[src/rtl/bar_height_ctrl_pkg.sv]
// Shared constants and types for the bar-chart display path.
package bar_chart_pkg;

    // Scheduler FSM states.
    typedef enum logic [1:0] {
        IDLE = 2'd0,
        LOAD = 2'd1,
        DIV  = 2'd2,
        PUB  = 2'd3
    } state_t;

    // Default bar geometry (line numbers).
    localparam int BAR_TOP_DEF  = 40;
    localparam int BAR_BASE_DEF = 600;
    localparam int SPAN_DEF     = BAR_BASE_DEF - BAR_TOP_DEF;

    // Grid/axis lines shared with the VGA renderer.
    localparam int AXIS_LINE    = BAR_BASE_DEF;
    localparam int GRID_STEP    = 56;
    localparam int GRID_LINES   = SPAN_DEF / GRID_STEP;

endpackage

[src/rtl/bar_height_ctrl_if.sv]
// Frame-start, vote-count and height signals between the VGA logic and the scheduler.
interface bar_height_ctrl_if #(
    parameter int CNT_W = 16,
    parameter int H_W   = 10
);
    logic             frame_start;
    logic [CNT_W-1:0] in1;
    logic [CNT_W-1:0] in2;
    logic [H_W-1:0]   height1;
    logic [H_W-1:0]   height2;
    logic             busy;
    logic             upd;

    // Side that starts frames and supplies the counts.
    modport master (
        output frame_start, in1, in2,
        input  height1, height2, busy, upd
    );

    // Scheduler side.
    modport slave (
        input  frame_start, in1, in2,
        output height1, height2, busy, upd
    );
endinterface

[src/rtl/bar_height_ctrl_divider.sv]
// Restoring unsigned divider: one quotient bit per cycle, NUM_W cycles per divide.
module seq_divider #(
    parameter int NUM_W = 26,
    parameter int CNT_W = 16,
    parameter int Q_W   = 10
) (
    input  logic             clk,
    input  logic             rst,
    input  logic             start,
    input  logic [NUM_W-1:0] num,
    input  logic [CNT_W-1:0] den,
    output logic             busy,
    output logic             done,
    output logic [Q_W-1:0]   quot
);
    localparam int CW = $clog2(NUM_W);

    logic [NUM_W-1:0] r_num;   // numerator shifts out the top, quotient shifts in the bottom
    logic [CNT_W-1:0] r_rem;
    logic [CNT_W-1:0] r_den;
    logic [CW-1:0]    r_cnt;
    logic             r_busy;

    logic [CNT_W:0]   w_trial;
    logic             w_ge;
    logic [CNT_W-1:0] w_rem_next;
    logic             w_last;

    // Trial subtraction for the current quotient bit.
    always_comb begin
        w_trial    = {r_rem, r_num[NUM_W-1]};
        w_ge       = (w_trial >= {1'b0, r_den});
        w_rem_next = w_ge ? CNT_W'(w_trial - {1'b0, r_den}) : w_trial[CNT_W-1:0];
        w_last     = (r_cnt == CW'(NUM_W - 1));
    end

    // Load on start, then iterate NUM_W times.
    always_ff @(posedge clk) begin
        if (rst) begin
            r_num  <= '0;
            r_rem  <= '0;
            r_den  <= '0;
            r_cnt  <= '0;
            r_busy <= 1'b0;
        end else if (start) begin
            r_num  <= num;
            r_den  <= den;
            r_rem  <= '0;
            r_cnt  <= '0;
            r_busy <= 1'b1;
        end else if (r_busy) begin
            r_num  <= {r_num[NUM_W-2:0], w_ge};
            r_rem  <= w_rem_next;
            r_cnt  <= r_cnt + 1'b1;
            if (w_last) begin
                r_busy <= 1'b0;
            end
        end
    end

    // done marks the cycle whose closing edge writes the final quotient bit,
    // so the consumer can move on without an extra idle cycle.
    assign busy = r_busy;
    assign done = r_busy && w_last;
    assign quot = r_num[Q_W-1:0];

endmodule

[src/rtl/bar_height_ctrl.sv]
// Per-frame scheduler computing the top lines of the two vote bars.
module bar_height_ctrl
    import bar_chart_pkg::*;
#(
    parameter int CNT_W    = 16,
    parameter int H_W      = 10,
    parameter int BAR_TOP  = BAR_TOP_DEF,
    parameter int BAR_BASE = BAR_BASE_DEF
) (
    input  logic               clk,
    input  logic               rst,
    bar_height_ctrl_if.slave   bus
);
    localparam int NUM_W = CNT_W + H_W;
    localparam int SPAN  = BAR_BASE - BAR_TOP;
    localparam logic [H_W-1:0] TOP_H  = H_W'(BAR_TOP);
    localparam logic [H_W-1:0] BASE_H = H_W'(BAR_BASE);

    state_t           r_state;
    state_t           w_next;

    logic [H_W-1:0]   r_h1;
    logic [H_W-1:0]   r_h2;
    logic [H_W-1:0]   r_pend1;
    logic [H_W-1:0]   r_pend2;
    logic             r_lose1;
    logic             r_div;
    logic             r_upd;

    logic             w_1_wins;
    logic [CNT_W-1:0] w_lo;
    logic [CNT_W-1:0] w_hi;
    logic             w_special;
    logic [H_W-1:0]   w_pend1;
    logic [H_W-1:0]   w_pend2;
    logic [NUM_W-1:0] w_num;
    logic             w_div_start;
    logic             w_div_busy;
    logic             w_div_done;
    logic [H_W-1:0]   w_quot;

    // Case decode on the live counts; results are captured on the LOAD edge.
    always_comb begin
        w_1_wins  = (bus.in1 > bus.in2);
        w_lo      = w_1_wins ? bus.in2 : bus.in1;
        w_hi      = w_1_wins ? bus.in1 : bus.in2;
        w_special = (bus.in1 == bus.in2) || (w_lo == '0);
        w_num     = NUM_W'(SPAN) * NUM_W'(w_lo);
        w_pend1   = TOP_H;
        w_pend2   = TOP_H;
        if (bus.in1 == '0 && bus.in2 == '0) begin
            w_pend1 = BASE_H;
            w_pend2 = BASE_H;
        end else if (bus.in1 != bus.in2) begin
            // Loser parks at the baseline; overwritten at PUB in the divide case.
            w_pend1 = w_1_wins ? TOP_H : BASE_H;
            w_pend2 = w_1_wins ? BASE_H : TOP_H;
        end
        w_div_start = (r_state == LOAD) && !w_special;
    end

    seq_divider #(
        .NUM_W (NUM_W),
        .CNT_W (CNT_W),
        .Q_W   (H_W)
    ) u_div (
        .clk   (clk),
        .rst   (rst),
        .start (w_div_start),
        .num   (w_num),
        .den   (w_hi),
        .busy  (w_div_busy),
        .done  (w_div_done),
        .quot  (w_quot)
    );

    // State register.
    always_ff @(posedge clk) begin
        if (rst) begin
            r_state <= IDLE;
        end else begin
            r_state <= w_next;
        end
    end

    // Next-state logic; frame_start outside IDLE is dropped.
    always_comb begin
        w_next = r_state;
        case (r_state)
            IDLE: if (bus.frame_start) w_next = LOAD;
            LOAD: w_next = w_special ? PUB : DIV;
            DIV:  if (w_div_done || !w_div_busy) w_next = PUB;
            PUB:  w_next = IDLE;
            default: w_next = IDLE;
        endcase
    end

    // Snapshot of the frame's decision and atomic publish of both heights.
    always_ff @(posedge clk) begin
        if (rst) begin
            r_h1    <= TOP_H;
            r_h2    <= TOP_H;
            r_pend1 <= TOP_H;
            r_pend2 <= TOP_H;
            r_lose1 <= 1'b0;
            r_div   <= 1'b0;
            r_upd   <= 1'b0;
        end else begin
            r_upd <= 1'b0;
            if (r_state == LOAD) begin
                r_pend1 <= w_pend1;
                r_pend2 <= w_pend2;
                r_lose1 <= !w_1_wins;
                r_div   <= !w_special;
            end
            if (r_state == PUB) begin
                r_upd <= 1'b1;
                r_h1  <= (r_div &&  r_lose1) ? BASE_H - w_quot : r_pend1;
                r_h2  <= (r_div && !r_lose1) ? BASE_H - w_quot : r_pend2;
            end
        end
    end

    assign bus.height1 = r_h1;
    assign bus.height2 = r_h2;
    assign bus.busy    = (r_state != IDLE);
    assign bus.upd     = r_upd;

endmodule

[src/flat_wrapper.sv]
// flat-port wrapper written by rule: the top's interface ports become plain ports
module bar_height_ctrl_flat import bar_chart_pkg::*;
#(
    parameter int CNT_W    = 16,
    parameter int H_W      = 10,
    parameter int BAR_TOP  = BAR_TOP_DEF,
    parameter int BAR_BASE = BAR_BASE_DEF
)
  (clk, rst, bus_frame_start, bus_in1, bus_in2, bus_height1, bus_height2, bus_busy, bus_upd);
  bar_height_ctrl_if #(.CNT_W(CNT_W), .H_W(H_W)) bus_i ();
  input  logic clk;
  input  logic rst;
  input wire logic [$bits(bus_i.frame_start)-1:0] bus_frame_start;
  input wire logic [$bits(bus_i.in1)-1:0] bus_in1;
  input wire logic [$bits(bus_i.in2)-1:0] bus_in2;
  output wire logic [$bits(bus_i.height1)-1:0] bus_height1;
  output wire logic [$bits(bus_i.height2)-1:0] bus_height2;
  output wire logic [$bits(bus_i.busy)-1:0] bus_busy;
  output wire logic [$bits(bus_i.upd)-1:0] bus_upd;
  assign bus_i.frame_start = bus_frame_start;
  assign bus_i.in1 = bus_in1;
  assign bus_i.in2 = bus_in2;
  assign bus_height1 = bus_i.height1;
  assign bus_height2 = bus_i.height2;
  assign bus_busy = bus_i.busy;
  assign bus_upd = bus_i.upd;
  bar_height_ctrl #(.CNT_W(CNT_W), .H_W(H_W), .BAR_TOP(BAR_TOP), .BAR_BASE(BAR_BASE)) u_core (.clk(clk), .rst(rst), .bus(bus_i));
endmodule
[config.mk]
export PLATFORM = sky130hd
export DESIGN_NAME = bar_height_ctrl_flat
export DESIGN_NICKNAME = d
export VERILOG_FILES = /design/src/rtl/bar_height_ctrl_pkg.sv /design/src/rtl/bar_height_ctrl_if.sv /design/src/rtl/bar_height_ctrl_divider.sv /design/src/rtl/bar_height_ctrl.sv /design/src/flat_wrapper.sv
export SDC_FILE = /design/constraint.sdc
export NUM_CORES = 1
export LEC_CHECK = 0
export ABC_CLOCK_PERIOD_IN_PS = 7500
export CAP_MARGIN = 20
export CORE_MARGIN = 4
export CORE_UTILIZATION = 41
export DETAILED_ROUTE_END_ITERATION = 6
export PLACE_DENSITY = 0.69
export SLEW_MARGIN = 20
export SYNTH_ARGS = -nofsm -noshare
export SYNTH_HDL_FRONTEND = slang
export SYNTH_HIERARCHICAL = 1
export SYNTH_SLANG_ARGS = --single-unit
[constraint.sdc]
create_clock -name clk -period 7.5 [get_ports clk]
set_input_delay 1.5 -clock clk [delete_from_list [all_inputs] [get_ports clk]]
set_output_delay 1.5 -clock clk [all_outputs]
set_load 0.1 [all_outputs]
Word-level counts from Yosys, hierarchy flattened
Cells that the tools add are included.
W data, S select, Z words.
- latch bits: 0
- word-level logic and storage cells: 68
- input bits: 35
- output and inout port bits: 22
- flip-flop bits (word level): 109
- memory bits (read-only): 0
- memory bits (writable): 0
- memories kept: 0
- $lt $le $gt $ge: 2
- $mul: 1
- shift operators: 0
- bitwise logic cells: 0
- $add $sub $neg: 3
- divide/modulo/power cells: 0
- eq/ne operators: 8
- reductions and logical operators: 19
- mux-type cells: 21
- operator list (operator ; number):
    $mux W10 ; 8
    $mux W26 ; 2
    $logic_not A16 Y1 ; 3
    $mux W16 ; 3
    $mul A6 B16 Y22 const A ; 1
    $ge A17 B16 Y1 ; 1
    $eq A16 B16 Y1 ; 1
    $gt A16 B16 Y1 ; 1
    $ne A16 B16 Y1 ; 1
    $sub A16 B16 Y16 ; 1
    $sub A10 B10 Y10 const A ; 1
    $pmux W2 S4 ; 1
    $add A5 B1 Y5 const B ; 1
    $eq A5 B5 Y1 const B ; 1
    $logic_and A1 B1 Y1 ; 5
    $mux W1 ; 5
    $eq A2 B2 Y1 const B ; 2
    $logic_not A1 Y1 ; 4
    $mux W2 ; 2
    $reduce_bool A2 Y1 ; 2
    $eq A2 B1 Y1 const B ; 1
    $logic_not A2 Y1 ; 1
    $logic_or A1 B1 Y1 ; 2
    $ne A2 B1 Y1 const B ; 1
    other kinds (3) ; 3

Logic depth before layout (Yosys ltp)
- word-level depth: 7
- mapped depth: 27
- depth with buffers taken out: 24

By module
The synthesis kept the hierarchy.
- by module, submodules not included (module ; area an instance (sq um) ; cells an instance ; times used ; sequential area each (sq um)):
    bar_height_ctrl ; 4026.4 ; 515 ; 1 ; 580.6
    seq_divider ; 3637.2 ; 442 ; 1 ; 1281.2

Worst setup path after synthesis
OpenSTA, ideal clock, no wires.
- kind: input -> register
- start: in bus_in2[13]
- end: reg u_core.u_div.r_num[23]
- buffers on the path: 3
- required time: 7.372 ns
- library setup time: 0.128 ns
- arrival time: 6.140 ns
- slack: 1.232 ns
- cell stages on the path: 26
- path through: inv_1 > ha_1 > nand4_1 > or3_1 > a21o_1 > and3_4 > buf_6 > nand2b_4 > buf_6 > clkbuf_1 > a21o_1 > ha_1 > ha_1 > inv_1 > fa_1 > inv_1 > ha_1 > a21o_1 > a21oi_1 > nor2b_1 > o31ai_1 > o211ai_1 > a21boi_0 > xnor2_1 > a21oi_1 > nor2_1
- elaborated cells between the ends (all ways): 10
- classes of those cells: mul: 1; order compare: 1; eq/ne: 1; mux: 2; reduce/logical: 5
- RTL lines (what ; line ; RTL):
    start: declaration ; flat_wrapper.sv:15 ; input wire logic [$bits(bus_i.in2)-1:0] bus_in2;
    $gt A16 B16 Y1 ; bar_height_ctrl.sv:44 ; w_1_wins = (bus.in1 > bus.in2);
    $mux W16 (*) ; bar_height_ctrl.sv:45 ; w_lo = w_1_wins ? bus.in2 : bus.in1;
    $mul A6 B16 Y22 (*) ; bar_height_ctrl.sv:48 ; w_num = NUM_W'(SPAN) * NUM_W'(w_lo);
    named net u_core.w_num[23] ; bar_height_ctrl.sv:36 ; logic [NUM_W-1:0] w_num;
    $mux W26 (*) ; bar_height_ctrl_divider.sv:45 ; end else if (start) begin
    end signal: assignment ; bar_height_ctrl_divider.sv:46 ; r_num <= num;
    end signal: assignment ; bar_height_ctrl_divider.sv:52 ; r_num <= {r_num[NUM_W-2:0], w_ge};
    end: declaration ; bar_height_ctrl_divider.sv:18 ; logic [NUM_W-1:0] r_num;
Mark *: on every way through the listed nets, which the timed path passes. The rest lies on a longest branch.
A chain may end at the register's enable or synchronous reset.

Worst setup path after layout
- start: in bus_in2[15]
- end: reg u_core.u_div.r_num[23]
Same word-level chain as after synthesis.

==> results.cfg <==
[outcome]
status = finished clean

[cts]
insertion_delay_ps = 360
cts_tree = done
clockBufferDepth = 2
htreeDepth = 3
numCtsBuffers = 9
cts_hold_buf = 0
clk_pin_slew_ps = 80
cts.sinks = 93
cts_root_buf = clkbuf_16
cts_setup_buffers = 0
ctsResizeCount = 0

[drt]
drc = 0
vias = 6352
ant_nets = 0
via_per_inst = 5.22
drt-total-wl_mm = 17.3
wl_per_cell_um = 14.3
drt-initial-drc-count = 446
drt_pre_antenna_iters = 5

[pwr]
combPwrFrac_pct = 66.8
internal_power_uw = 1850
p_leak_uw = 0.00378
p_clk_share_pct = 13.4
power_density_mw_per_mm2 = 411
p_switching_uw = 1670
seqPwrFrac_pct = 19.8
finalPower_uw = 3520
p_sw_share_pct = 47.5
ir_worst_vdd_mv = 0.332

[global_routing]
antenna_found_initial = 0
grt_overflow = 0
first_global_vias = 5779
track_usage_pct = 16.9
grt_max_degree = 73
grt_first_pass_wirelength_mm = 28.4

[min_path]
min_path_type = reg -> reg

[finish]
drive_gt1_share_pct = 5.47
nets = 1123
fin_util_pct = 47.2
n_antenna_cell = 0
synthToLayoutAreaGrowth_pct = 11.8
mostFrequentLayoutCell = nor2_1
final_cell_mix = nor2_1 (141), inv_1 (101), ha_1 (93)

[floorplanning]
core_area_mm2 = 0.0181
chipWidth_um = 145
die_area_mm2 = 0.0209
row_count = 49
start_util_pct = 42.2
io_pins = 57
die_y_um = 145

[critical_path]
crit_type = in -> reg
crit_fanout = 37
worst_setup_path_end_kind = register
start_kind = input port
critical_path_required_ps = 7720
crit_arrival_ps = 7150

[timing]
fin_ws_ps = 575
slew_headroom_pct = 34.4
slew_viol_final = 0
fin_crit_ps = 6920
clock_skew_ps = 6.95
tns_ps = 0
max_freq_mhz = 144
setup_viol = 0
min_period_over_period_pct = 92.3
rsz0062_at_grt = no
hold_viol = 0
worst_pin_slew_ps = 981
whs_ps = 462

[yosys]
netlist_area_mm2 = 0.00766
yosys_most_used_dff = dfxtp_1
synth_area_per_cell_um2 = 8.01
synth-seq-cells = 93
async_flop_share_pct = 0
syn_inst = 957
yosysUniqueCellTypes = 65
synth_warnings = 6
synth-edff-count = 0
seq_area_frac_synth_pct = 24.3

[job]
cap_violations = 0

[placement]
port_buffers = 56
dp_hpwl_mm = 13.0
place_ws_ps = 238
gp_congestion = 0.881
-- per-layer routing --
| metal | routed length (µm) | global-route usage, % |
|---|---|---|
| met3 | 785 | 3.55 |
| met2 | 7540 | 25.7 |
| met5 | 0 | 0 |
| met1 | 8750 | 24.2 |
| met4 | 272 | 4.86 |
-- path summary, 6_finish.rpt --
| check | start | end | cells after the start | slack, ps |
|---|---|---|---|---|
| setup / recovery | bus_in2[15] | u_core/u_div/r_num[23]$_SDFFE_PP0P_ | 24 | 580 |
| hold / removal | u_core/bus.height2[2]$_SDFFE_PP0P_ | u_core/bus.height2[2]$_SDFFE_PP0P_ | 2 | 460 |
| setup reg to reg | u_core/u_div/r_den[12]$_SDFFE_PP0P_ | u_core/u_div/r_rem[12]$_SDFFE_PP0P_ | 8 | 5140 |
| hold reg to reg | u_core/bus.height2[2]$_SDFFE_PP0P_ | u_core/bus.height2[2]$_SDFFE_PP0P_ | 2 | 460 |
-- state kept, by name (all words and copies together) (netlist names) --
name,flops
u_core/r_div,1
u_core/u_div/r_cnt,5
u_core/u_div/r_rem,16
u_core/bus.upd,1
u_core/r_state,2
u_core/bus.height1,10
u_core/r_pend1,2
u_core/r_lose1,1
u_core/u_div/busy,1
u_core/r_pend2,2
u_core/u_div/r_den,16
u_core/bus.height2,10
u_core/u_div/r_num,26
-- stage by stage --
stage	instances	cell area, µm²
final	1216	8570
after global routing	1216	8570
after CTS	1216	8570
after detailed placement	1200	8270
after global placement	1200	8270
after floorplan	960	7670
-- synth_stat cells (2+ instances only) --
library cell | number | area (µm²)
xnor2_1 | 27 | 236
buf_1 | 2 | 7.51
a31oi_1 | 10 | 62.6
nand3_1 | 17 | 85.1
a211oi_1 | 12 | 90.1
nand4_1 | 14 | 87.6
nor4_1 | 10 | 62.6
o21ai_1 | 6 | 30.0
nor2b_1 | 7 | 43.8
a21oi_2 | 3 | 26.3
nand2b_1 | 7 | 43.8
a211o_1 | 3 | 26.3
a21o_1 | 21 | 158
buf_6 | 7 | 78.8
nand2_1 | 42 | 158
mux2_2 | 2 | 22.5
clkbuf_1 | 27 | 101
ha_1 | 93 | 1160
o21a_1 | 10 | 75.1
inv_1 | 101 | 379
a21oi_1 | 88 | 440
dfxtp_1 | 93 | 1860
nor3_1 | 11 | 55.1
o31ai_1 | 2 | 15.0
o21bai_1 | 2 | 15.0
mux2i_1 | 54 | 541
nor2_1 | 142 | 533
nor3b_1 | 4 | 30.0
buf_2 | 3 | 15.0
buf_4 | 10 | 75.1
nand3b_1 | 2 | 15.0
fa_1 | 13 | 260
o21ai_0 | 50 | 250
xor2_1 | 12 | 105
a22oi_1 | 4 | 30.0
mux2_4 | 13 | 195
o211ai_1 | 5 | 37.5
-- worst max-delay path, cell delays in order --
cell and delay [ps]:
clkdlybuf4s50_1 540, inv_1 80, ha_1 320, nand4_1 140
or3_1 390, a21o_1 170, and3_4 200, nand2b_4 320
buf_4 310, nor2_1 150, a21o_1 170, ha_1 250
ha_1 280, ha_1 240, fa_1 410, a21o_1 190
a21oi_1 220, nand2b_1 180, o2bb2ai_1 220, o211ai_1 170
a21boi_0 330, xnor2_1 110, a21oi_1 150, nor2_1 50
-- power by group through the flow --
| stage | clock [µW] | sequential (µW) | combinational (µW) |
|---|---|---|---|
| floorplan | 0 | 692 | 2030 |
| global placement | 0 | 703 | 2310 |
| detailed placement | 0 | 707 | 2330 |
| CTS | 491 | 696 | 2340 |
| global route | 506 | 712 | 2650 |
| finish | 471 | 695 | 2350 |
-- layout make-up --
class	count	area (µm²)
Fill cell	1802	9580
Multi-Input combinational cell	712	5120
Sequential cell	93	1860
Timing Repair Buffer	63	608
Inverter	103	387
Tap cell	229	287
Clock buffer	9	225
Clock inverter	7	72.6
-- cell families after synthesis --
| kind of cell | share of synthesized area [%] |
|---|---|
| buffers and inverters | 9.09 |
| muxes | 9.89 |
| AOI/OAI and AO/OA | 18.1 |
| adders and majority gates | 18.6 |
| and+or+nand+nor | 15.5 |
| xor gates and xnor gates | 4.46 |
| other | 0.0489 |
| DFF | 24.3 |
Power figures use the tool's default switching activity.
==> edit, RTL diff (config.mk and constraints unchanged) <==
`CNT_W` is set to 16 in 4 places; all go to 32.
--- a/src/rtl/bar_height_ctrl_if.sv
+++ b/src/rtl/bar_height_ctrl_if.sv
@@ -2,3 +2,3 @@
 interface bar_height_ctrl_if #(
-    parameter int CNT_W = 16,
+    parameter int CNT_W = 32,
     parameter int H_W   = 10
--- a/src/rtl/bar_height_ctrl_divider.sv
+++ b/src/rtl/bar_height_ctrl_divider.sv
@@ -3,3 +3,3 @@
     parameter int NUM_W = 26,
-    parameter int CNT_W = 16,
+    parameter int CNT_W = 32,
     parameter int Q_W   = 10
--- a/src/rtl/bar_height_ctrl.sv
+++ b/src/rtl/bar_height_ctrl.sv
@@ -4,3 +4,3 @@
 #(
-    parameter int CNT_W    = 16,
+    parameter int CNT_W    = 32,
     parameter int H_W      = 10,
--- a/src/flat_wrapper.sv
+++ b/src/flat_wrapper.sv
@@ -3,3 +3,3 @@
 #(
-    parameter int CNT_W    = 16,
+    parameter int CNT_W    = 32,
     parameter int H_W      = 10,
Interface: changed (resized bus_in1 and bus_in2); port bits go from 57 to 89. No check against the original RTL was run, so the function may have changed too.
==> edit against the unedited design <==
- via count grew 100%
- design area rose by 98%
- area after synthesis is 79% higher
- largest cell class unchanged
- setup slack worse by 0.29 ns
- total power increased by 110%
- largest power group unchanged
- first-iteration DRC count grew 52%
- synthesized cell count up 86%
- global-route usage grew 5.1 points
- sequential cell count rose by 49
- count of clock-buffer cells in the layout increased by 9
- register-to-register slack lost 1.4 ns
- routed wire length grew 130%
- critical endpoint is now u_core/u_div/r_num[40]$_SDFFE_PP0P_
- non-clock buffer count increased by 233
==> edit: results (changes against the unedited design) <==
* Layout cells sized above 1 at 0.153 (+0.0988)
* Port Buf Inserts at 88 (+57%)
* Pre-CTS setup slack at -0.232 ns (-0.470 ns)
* Net Sw Power at 0.00370 W (+120%)
* Final ANT Viol Nets at 0 (unchanged)
* Skew-Pair Late Insertion Delay at 0.45 ns (+0.09 ns)
* Post-synth ARST share at 0 (unchanged)
* Initial antenna violation count at 0 (unchanged)
* Vias in the first global route at 12798 (+120%)
* Top flop regs: u_core/u_div/r_num x42, u_core/u_div/r_den x32, u_core/u_div/r_rem x32
* Hold Crit Class: reg2reg
* Post-route insts no fill at 2462 (+100%)
* Synth unique cells at 87 (+34%)
* HPWL Detailed at 32.2 mm (+150%)
* Clock buffer depth at 2 (unchanged)
* Largest net degree at the start of global routing at 86 (+18%)
* DP Area at 0.0164 mm2 (+98%)
* DP Cell Count at 2430 (+100%)
* Status: finished, final reports clean
* Yosys warnings at 6 (unchanged)
* Max VDD drop at 0.357 mV (+7.5%)
* CTS Buf Count at 17 (+8)
* Main flop type after synthesis: dfxtp_1
* Clock Skew at 0.0221 ns (+0.0151 ns)
* CTS clock-pin slew for the worst setup and hold paths at roughly 0.070 ns
* Combinational power at 0.00545 W (+130%)
* Syn Area/Cell at 7.72 um2 (-3.6%)
* First-pass GRT wire length at 64.8 mm (+130%)
* N_diodes at 0 (unchanged)
* Maximum fanout along the worst path at 21 (-43%)
* Via/cell ratio at 5.28 (+1.0%)
* Synth top area cells: dfxtp_1, ha_1, inv_1, mux2i_1, nor2_1
* Seq/Total Area, Yosys at 0.207 (-0.0357)
* WL per Instance at 16.5 um (+16%)
* Htree depth at 4 (+1)
* Gr usage total at 0.220 (+0.0508)
* Synth cell count leaders: inv_1, nor2_1, ha_1
* TritonRoute pass-1 iters at 5 (unchanged)
* Share of total power in sequential cells at 0.155 (-0.043)
* Post-CTS Repair Setup Buffers at 0 (unchanged)
* DR iter-0 viols at 680 (+52%)
* Rel. slew slack at 0.324 (-0.0199)
* RePlAce Congestion at 0.943 (+7.0%)
* Leak at 7.96 nW (+110%)
* Nets@finish at 2287 (+100%)
* Root buf cell: clkbuf_16
-- edit: cell types whose count changed in the layout (fill, tap and decap cells not counted), moves of 35 or more --
cell | unedited run | this run
a21oi_1 | 88 | 141
dfxtp_1 | 92 | 141
nand2_1 | 42 | 117
nor2_1 | 141 | 209
ha_1 | 93 | 182
mux2i_1 | 54 | 89
buf_4 | 7 | 207
inv_1 | 101 | 257
-- edit: per-stage QoR --
stage	util	TNS (ns)	power (W)
2_1_floorplan	-	0	0.00511
3_3_place_gp	0.499	-0.110	0.00649
3_5_place_dp	0.499	-0.921	0.00657
4_1_cts	0.518	0	0.00752
5_1_grt	0.519	0	0.00821
6_report	0.519	0	0.00753
-- edit: worst paths after layout --
kind | startpoint | endpoint | slack [ns] | cells past startpoint
worst max-delay path | bus_in2[7] | u_core/u_div/r_num[40]$_SDFFE_PP0P_ | 0.29 | 26
worst min-delay path | u_core/bus.height2[8]$_SDFFE_PP0P_ | u_core/bus.height2[8]$_SDFFE_PP0P_ | 0.47 | 2
worst max register to register | u_core/u_div/r_den[16]$_SDFFE_PP0P_ | u_core/u_div/r_rem[24]$_SDFFE_PP0P_ | 3.70 | 10
worst min register to register | u_core/bus.height2[8]$_SDFFE_PP0P_ | u_core/bus.height2[8]$_SDFFE_PP0P_ | 0.47 | 2
-- edit: layout make-up --
class / count / area [um2]
clock buffers: 18 / 450
clock inverters: 14 / 168
fillers: 3127 / 15800
inverters: 258 / 968
multi-input cells: 1292 / 9550
flip-flops and latches: 142 / 2850
well taps: 442 / 553
repair buffers: 296 / 2460
-- edit: kinds of logic after synthesis --
logic type                 Yosys count  synth area share
other                                1          0.000273
AOI/OAI and AO/OA                  394             0.184
adders and majority gates          213             0.210
buffers and inverters              346             0.102
xor gates and xnor gates            53            0.0338
muxes                              125            0.0945
DFF                                142             0.207
and+or+nand+nor                    503             0.169
-- edit: repair_timing --
action                                 in CTS  in global routing
endpoints found under the hold margin       0                  0
hold buffers                                0                  0
setup endpoints to repair                   0                 10
gates resized for setup                     0                 10
-- edit: critical path, stage by stage --
cell and delay (ns):
clkdlybuf4s50_1 0.57, inv_1 0.09, ha_1 0.30, a211o_1 0.26
o311ai_1 0.32, a31oi_2 0.19, o21bai_4 0.27, buf_12 0.19
nand2_1 0.06, o21ai_0 0.19, ha_1 0.33, ha_1 0.28
inv_1 0.05, fa_1 0.53, inv_1 0.04, ha_1 0.33
a21oi_1 0.16, o21ai_0 0.09, a21oi_1 0.28, nand2_1 0.20
a31oi_4 0.37, o211ai_2 0.16, or3_1 0.33, a32o_1 0.22
a21oi_1 0.15, nor2_1 0.05
-- edit: per-layer routing --
layer	part of all wire	up-vias	global-route usage
met1	0.45	6108	0.284
met4	0.029	0	0.0702
met3	0.043	65	0.0340
met2	0.48	264	0.377
li1	-	6555	-
met5	0	-	0
